<file path="src/rtl/bcd_ex3_seq.sv">
// Multi-digit BCD -> Excess-3 sequencer: one shared digit converter, one digit per clock,
// LSD first, with valid/ready handshakes on both the input word and the result words.
module bcd_ex3_seq #(
  parameter int unsigned DIGITS = 4,
  parameter int unsigned IDXW   = 4
) (
  input  logic                  clk,
  input  logic                  rst,
  input  logic                  in_valid,
  output logic                  in_ready,
  input  logic [4*DIGITS-1:0]   in_bcd,
  output logic                  out_valid,
  input  logic                  out_ready,
  output logic [4*DIGITS-1:0]   out_ex3,
  output logic [4*DIGITS-1:0]   out_nine,
  output logic [4*DIGITS-1:0]   out_ex3_comp,
  output logic [DIGITS-1:0]     out_err,
  output logic                  busy
);

  typedef enum logic [1:0] {StIdle, StConv, StDone} state_e;

  state_e                state_q, state_d;
  logic [IDXW-1:0]       idx_q, idx_d;
  logic [4*DIGITS-1:0]   word_q, word_d;
  logic [4*DIGITS-1:0]   ex3_q, ex3_d;
  logic [4*DIGITS-1:0]   nine_q, nine_d;
  logic [4*DIGITS-1:0]   comp_q, comp_d;
  logic [DIGITS-1:0]     err_q, err_d;

  logic [3:0] cur_digit;
  logic [3:0] dig_ex3, dig_nine, dig_comp;
  logic       dig_err;

  // Digit mux over the captured word
  always_comb begin
    cur_digit = '0;
    for (int unsigned k = 0; k < DIGITS; k++) begin
      if (idx_q == IDXW'(k)) cur_digit = word_q[4*k +: 4];
    end
  end

  // Shared converter; non-decimal codes map to fixed patterns, never wrapped arithmetic
  always_comb begin
    if (cur_digit <= 4'd9) begin
      dig_ex3  = cur_digit + 4'd3;
      dig_nine = 4'd9 - cur_digit;
      dig_comp = ~(cur_digit + 4'd3);
      dig_err  = 1'b0;
    end else begin
      dig_ex3  = 4'h0;
      dig_nine = 4'h0;
      dig_comp = 4'hF;
      dig_err  = 1'b1;
    end
  end

  always_comb begin
    state_d = state_q;
    idx_d   = idx_q;
    word_d  = word_q;
    ex3_d   = ex3_q;
    nine_d  = nine_q;
    comp_d  = comp_q;
    err_d   = err_q;
    unique case (state_q)
      StIdle: begin
        if (in_valid) begin
          word_d  = in_bcd;
          ex3_d   = '0;
          nine_d  = '0;
          comp_d  = '0;
          err_d   = '0;
          idx_d   = '0;
          state_d = StConv;
        end
      end
      StConv: begin
        for (int unsigned k = 0; k < DIGITS; k++) begin
          if (idx_q == IDXW'(k)) begin
            ex3_d[4*k +: 4]  = dig_ex3;
            nine_d[4*k +: 4] = dig_nine;
            comp_d[4*k +: 4] = dig_comp;
            err_d[k]         = dig_err;
          end
        end
        if (idx_q == IDXW'(DIGITS - 1)) state_d = StDone;
        else                            idx_d   = idx_q + 1'b1;
      end
      StDone: begin
        if (out_ready) state_d = StIdle;
      end
      default: state_d = StIdle;
    endcase
  end

  always_ff @(posedge clk) begin
    if (rst) begin
      state_q <= StIdle;
      idx_q   <= '0;
      word_q  <= '0;
      ex3_q   <= '0;
      nine_q  <= '0;
      comp_q  <= '0;
      err_q   <= '0;
    end else begin
      state_q <= state_d;
      idx_q   <= idx_d;
      word_q  <= word_d;
      ex3_q   <= ex3_d;
      nine_q  <= nine_d;
      comp_q  <= comp_d;
      err_q   <= err_d;
    end
  end

  assign in_ready     = (state_q == StIdle);
  assign out_valid    = (state_q == StDone);
  assign busy         = (state_q != StIdle);
  assign out_ex3      = ex3_q;
  assign out_nine     = nine_q;
  assign out_ex3_comp = comp_q;
  assign out_err      = err_q;

endmodule

</file>
<file path="config.mk">
export PLATFORM = sky130hd
export DESIGN_NAME = bcd_ex3_seq
export DESIGN_NICKNAME = d
export VERILOG_FILES = /design/src/rtl/bcd_ex3_seq.sv
export SDC_FILE = /design/constraint.sdc
export NUM_CORES = 1
export LEC_CHECK = 0
export CELL_PAD_IN_SITES_DETAIL_PLACEMENT = 1
export CELL_PAD_IN_SITES_GLOBAL_PLACEMENT = 1
export CORE_UTILIZATION = 36
export DETAILED_ROUTE_END_ITERATION = 8
export HOLD_SLACK_MARGIN = 0.03
export PLACE_DENSITY = 0.78
export SYNTH_ARGS = -nofsm -noshare
export SYNTH_HDL_FRONTEND = slang
export SYNTH_SLANG_ARGS = --single-unit
</file>
<file path="constraint.sdc">
create_clock -name clk -period 3.5 [get_ports clk]
set_input_delay 0.7 -clock clk [delete_from_list [all_inputs] [get_ports clk]]
set_output_delay 0.7 -clock clk [all_outputs]
set_load 0.05 [all_outputs]
</file>
==> results of run 1 <==
## state kept, by name, indices dropped and copies added, names as in the netlist
| register | count |
|---|---|
| idx_q | 4 |
| out_err | 4 |
| out_ex3 | 16 |
| out_ex3_comp | 16 |
| out_nine | 12 |
| state_q | 2 |
| word_q | 16 |
## cells by family (layout without fill, tap and decap cells)
group | count (synthesis) | after routing | synth area share (%)
adder cells (fa/ha/maj) | 8 | 8 | 3.10
buffers and inverters | 40 | 109 | 6.20
XOR/XNOR | 2 | 2 | 0.550
flip-flops | 70 | 70 | 44.0
AND/OR/NAND/NOR | 141 | 141 | 21.2
AO/OA/AOI/OAI | 117 | 117 | 25.0
## area by class of cell
cell class                 count  area, sq um
timing repair buffer          84          811
multi-input combinational    268         1590
fill                        1022         4230
tap                          105          131
sequential                    70         1400
clock inverter                 5         33.8
clock buffer                  11          151
inverter                       9         33.8
## layout by cell type, fill, tap and decap left out, types with 4 or more instances in the layout
| master | count |
|---|---|
| ha_1 | 7 |
| a31oi_1 | 4 |
| nor3_1 | 9 |
| clkdlybuf4s50_1 | 73 |
| nor2b_1 | 5 |
| or3_1 | 4 |
| a32oi_1 | 4 |
| dfxtp_1 | 70 |
| a211oi_1 | 6 |
| o21ai_0 | 20 |
| nand3_1 | 18 |
| nand2_1 | 62 |
| a22oi_1 | 4 |
| nand4b_1 | 4 |
| nand3b_1 | 5 |
| clkbuf_8 | 11 |
| a21oi_1 | 53 |
| nor2_1 | 17 |
| o2111ai_1 | 4 |
| o41ai_2 | 4 |
| buf_4 | 10 |
| or4_1 | 4 |
| inv_1 | 9 |
## path summary, 6_finish.rpt
kind               start     endpoint  cells after the start
max             idx_q[1]  out_ex3[15]                     11
min          out_ex3[13]  out_ex3[13]                      2
max reg2reg     idx_q[1]  out_ex3[15]                     11
min reg2reg  out_ex3[13]  out_ex3[13]                      2
## stage by stage
step | utilization (%) | area (sq um) | instances | power, mW | hold WS (ns)
CTS | 49.5 | 4150 | 552 | 1.83 | 0.465
global placement | 47.3 | 3970 | 536 | 1.21 | 0.445
detailed placement | 47.3 | 3970 | 536 | 1.22 | 0.445
finish | 49.5 | 4150 | 552 | 1.82 | 0.461
floorplan | - | 3190 | 378 | 1.11 | 0.431
global route | 49.5 | 4150 | 552 | 1.90 | 0.472
## power by group through the flow
stage	clock [mW]	sequential [mW]	combinational (mW)
after global placement	0	0.862	0.353
after global routing	0.656	0.848	0.393
after detailed placement	0	0.863	0.361
after CTS	0.619	0.845	0.363
after floorplan	0	0.912	0.198
final	0.610	0.845	0.362
## critical path, cell delays in order (launching register included)
cell     delay [ns]
dfxtp_1        0.39
inv_1          0.10
ha_1           0.29
a21oi_1        0.17
o21ai_0        0.10
a32o_1         0.36
inv_1          0.22
ha_1           0.20
nand3_1        0.25
maj3_2         0.44
o211a_4        0.28
o41ai_2        0.20
## per-layer routing
| metal | part of all wire [%] | global-route usage (%) | wire length, microns | vias to the layer above |
|---|---|---|---|---|
| li1 | - | - | - | 1470 |
| met2 | 48 | 36.9 | 4620 | 73 |
| met1 | 46 | 28.5 | 4440 | 1473 |
| met4 | 1.2 | 6.22 | 120 | 0 |
| met3 | 4.9 | 4.82 | 472 | 11 |
| met5 | 0 | 0 | 0 | - |
==> metrics.md, run 1 <==
| Metric | Value |
|---|---|
| Final WS setup | 0.392 ns |
| GRT Residual Overflow | 0 |
| Die area | 9230 sq um |
| Worst skew pair latency | 0.35 ns |
| Top cells by count, synth | 70 x dfxtp_1, 62 x nand2_1, 53 x a21oi_1, 20 x clkbuf_1, 20 x o21ai_0 |
| CP Launch Type | flop |
| Gr usage total | 22.1% |
| Via count | 3027 |
| Clock skew | 0.00945 ns |
| Pwr Density | 438 nW/um^2 |
| Minimum clock period | 3.11 ns |
| DIE WIDTH | 96.1 microns |
| Initial cell density of the core | 38.0% |
| Root buffer cell | clkbuf_8 |
| Final count of hold timing violations | 0 |
| Vias in the first global route | 3069 |
| Core area | 8380 sq um |
| Pint | 1.24 mW |
| Logic pwr share | 19.9% |
| Max_cap viols | 0 |
| CTS tree | done |
| Yosys top cell area share | 44.0% |
| N_diodes | 0 |
| Cell row count | 33 |
| Max IR drop VDD | 230 uV |
| Cells after Synth | 378 |
| Worst Setup Path Type | flop to flop |
| Slew headroom | 29.0% |
| Yosys reg bits | 70 |
| # IOs | 75 |
| Sequential Power Share | 46.5% |
| Die Y | 96.1 microns |
| DRT iter0 DRCs | 106 |
| Post-synthesis async set-or-reset flop share | 0% |
| Synth Area per Inst | 8.43 sq um |
| Sequential fraction of the synthesis area | 44.0% |
| Critical path data required time | 3.76 ns |
| Reg-to-reg setup timing slack | 0.39 ns |
| Yosys Warn Count | 0 |
| First-pass DRT Iterations | 4 |
| Top cell type by total area after synthesis | dfxtp_1 |
| Clock group share of total power | 33.6% |
| Sink Count | 70 |
| Number of buffers created by CTS | 9 |
| EDFF count, synth | 0 |
| Net Sw Frac | 31.8% |
| Gpl congestion | 0.806 |
| Leak | 1.45 nW |
| DR WL/cell | 17.5 microns |
| # DRC | 0 |
| Area contributors post-synth | dfxtp_1 44%, a21oi_1 8.3%, nand2_1 7.3%, o21ai_0 3.1%, nand3_1 2.8% |
| Clock transition at path regs | 0.08 ns |
| Post-place setup slack | 0.449 ns |
| Most common cell in the netlist | dfxtp_1 |
| Synth-to-Final Area Change | 30.2% |
| NetSw | 0.578 mW |
| Nets | 469 |
| Setup Buffers After CTS | 0 |
| Final TNS setup | 0 ns |
| Initial antenna violation count | 0 |
| Port bufs | 74 |
| Crit Path Max Fanout | 10 |
| Worst Path Arrival | 3.36 ns |
| Share of layout cells above drive strength 1 | 8.72% |
| Post-Syn Area | 3190 sq um |
| Max Slew Vio Count | 0 |
| Max clock buf depth | 2 |
| Status | completed |
| Worst min-delay path class | flop to flop |
| Vias/cell | 5.48 |
| Ys flop type | dfxtp_1 |
| Syn Nets | 405 |
| Least-Margin Pin Slew | 1.06 ns |
| Critical Path End Type | flop |
| Largest net degree at the start of global routing | 46 |
| Fmax | 322 MHz |
| Final antenna-violating net count | 0 |
| WL final | 9660 microns |
| Crit share post-route | 88.8% |
| Cts repair resizes | 0 |
| Post-synthesis cell type count | 49 |
| RSZ-0062 raised after global routing | no |
| First-pass GRT wire length | 15400 microns |
| Hpwl dp | 6720 microns |
| H-tree depth | 3 |
| Hold Buf Count CTS | 0 |
| Setup Viol. Count Final | 0 |
Note: power is estimated with default switching activity, not from simulation.
==> inputs of run 2 (changes only) <==
--- a/config.mk
+++ b/config.mk
@@ -7,7 +7,9 @@
 export LEC_CHECK = 0
 export CELL_PAD_IN_SITES_DETAIL_PLACEMENT = 1
 export CELL_PAD_IN_SITES_GLOBAL_PLACEMENT = 1
+export CORE_MARGIN = 2
 export CORE_UTILIZATION = 36
+export CTS_CLUSTER_DIAMETER = 30
 export DETAILED_ROUTE_END_ITERATION = 8
 export HOLD_SLACK_MARGIN = 0.03
 export PLACE_DENSITY = 0.78
==> run 2 against run 1 <==
Global-route usage decreased by 2.0 points. Critical path type unchanged. Clock-buffer cell count down 1. Hold slack got worse by 0.0047 ns. Sequential cell count unchanged. Largest power group unchanged. Sequential power hardly changed. Routed wire length is 1.3% lower.
==> metrics.md, run 2 (synthesis gave the netlist of run 1 again) <==
| Metric | Value |
|---|---|
| Sink Count | 70 |
| Leak | 1.43 nW |
| Worst Setup SP | idx_q[1] |
| DIE WIDTH | 98.1 microns |
| Minimum clock period | 3.17 ns |
| GRT Residual Overflow | 0 |
| First-pass GRT wire length | 15700 microns |
| Hpwl dp | 6540 microns |
| WP buf/inv | 2 |
| Critical path cell sequence | inv_1 > ha_1 > a21oi_1 > o21ai_0 > a32o_1 > inv_1 > ha_1 > nand3_1 > maj3_2 > o211a_4 > o41ai_2 |
| CP Launch Type | flop |
| Worst Path Arrival | 3.42 ns |
| Die Y | 98.1 microns |
| Layout fillers | 1026 |
| Final antenna-violating net count | 0 |
| Final TNS setup | 0 ns |
| Max clock buf depth | 2 |
| Max Slew Vio Count | 0 |
| Hold Buf Count CTS | 0 |
| Via count | 3028 |
| Worst R2R Path Depth | 11 |
| Worst Setup Path Type | flop to flop |
| Post-route insts no fill | 552 |
| First-pass DRT Iterations | 5 |
| WL final | 9530 microns |
| # DRC | 0 |
| Most common cell after layout, fill and taps aside | clkdlybuf4s50_1 |
| Nets | 466 |
| # IOs | 75 |
| Post-place setup slack | 0.426 ns |
| Vias/cell | 5.49 |
| RSZ-0062 raised after global routing | no |
| Cell area after placement | 3950 sq um |
| Critical Path End Type | flop |
| Hold WS | 0.457 ns |
| Cell row count | 34 |
| Largest net degree at the start of global routing | 45 |
| Worst min-delay path class | flop to flop |
| Clock skew | 0.00987 ns |
| Worst r2r dst | out_ex3[15] |
| Crit share post-route | 90.6% |
| Final count of hold timing violations | 0 |
| Max IR drop VDD | 214 uV |
| Max_cap viols | 0 |
| Pwr Density | 450 nW/um^2 |
| Cts repair resizes | 0 |
| Critical path data required time | 3.75 ns |
| Vias in the first global route | 3060 |
| H-tree depth | 3 |
| Gpl congestion | 0.799 |
| Fmax | 315 MHz |
| Crit path to | out_ex3[15] |
| DR WL/cell | 17.3 microns |
| Final WS setup | 0.328 ns |
| Number of buffers created by CTS | 9 |
| Stages on the worst setup path | 11 |
| N_diodes | 0 |
| Top delay family on crit path | compound AO/OA/AOI/OAI gates |
| Initial antenna violation count | 0 |
| Status | completed |
| Slew headroom | 28.2% |
| Synth-to-Final Area Change | 30.0% |
| Slowest stage delay, CP | 0.45 ns |
| Clock transition at path regs | 0.08 ns |
| Share of layout cells above drive strength 1 | 7.88% |
| Root buffer cell | clkbuf_8 |
| Least-Margin Pin Slew | 1.07 ns |
| Most frequent cells in the layout | 73 x clkdlybuf4s50_1, 70 x dfxtp_1, 62 x nand2_1 |
| Crit Path Max Fanout | 10 |
| Gr usage total | 20.1% |
| Setup Buffers After CTS | 0 |
| Die area | 9620 sq um |
| Reg-to-reg setup timing slack | 0.33 ns |
| R2R Path Start | idx_q[1] |
| Core area | 8640 sq um |
| Port bufs | 74 |
| DRT iter0 DRCs | 106 |
| Worst skew pair latency | 0.35 ns |
| Initial cell density of the core | 36.9% |
| Finished layout cell area | 4140 sq um |
| Dpl cells | 536 |
| Setup Viol. Count Final | 0 |
| Slowest cell on crit path | maj3_2 |
| CTS tree | done |
## run 2: per-stage QoR
| step | power (mW) | util [%] |
|---|---|---|
| after floorplan | 1.11 | - |
| after global placement | 1.21 | 45.7 |
| after detailed placement | 1.22 | 45.7 |
| after CTS | 1.88 | 48.0 |
| after global routing | 1.95 | 48.0 |
| final | 1.87 | 48.0 |
## run 2: how the worst min path moves through the flow
| stage | cells past startpoint | end | startpoint |
|---|---|---|---|
| after floorplan | 2 | word_q[12] | word_q[12] |
| after global placement | 2 | out_err[1] | out_err[1] |
| after detailed placement | 2 | out_nine[9] | out_nine[9] |
| after CTS | 2 | out_nine[9] | out_nine[9] |
| after global routing | 2 | word_q[3] | word_q[3] |
| final | 2 | out_nine[9] | out_nine[9] |
## run 2: report_power, final
group / switching, mW / internal (mW) / total (mW)
sequential: 0.0198 / 0.825 / 0.845
clock: 0.326 / 0.334 / 0.660
combinational: 0.243 / 0.118 / 0.361
total: 0.588 / 1.28 / 1.87
## run 2: per-layer routing
layer	GRT usage, %	vias up	routed length [microns]
met4	6.20	0	103
met1	26.0	1478	4350
met5	0	-	0
met2	33.9	68	4600
met3	4.01	11	468
li1	-	1471	-
## run 2: layout make-up
| type | instances | area [sq um] | share of cell area, % |
|---|---|---|---|
| inverter | 9 | 33.8 | 0.815 |
| tap | 108 | 135 | 3.26 |
| sequential | 70 | 1400 | 33.8 |
| multi-input combinational | 268 | 1590 | 38.3 |
| clock buffer | 10 | 128 | 3.08 |
| timing repair buffer | 81 | 788 | 19.0 |
| clock inverter | 6 | 70.1 | 1.69 |
## run 2: worst min-delay path, cell delays in order (launching register included)
cell and delay [ns]:
dfxtp_1 0.32, nand2_1 0.05, a21oi_1 0.05
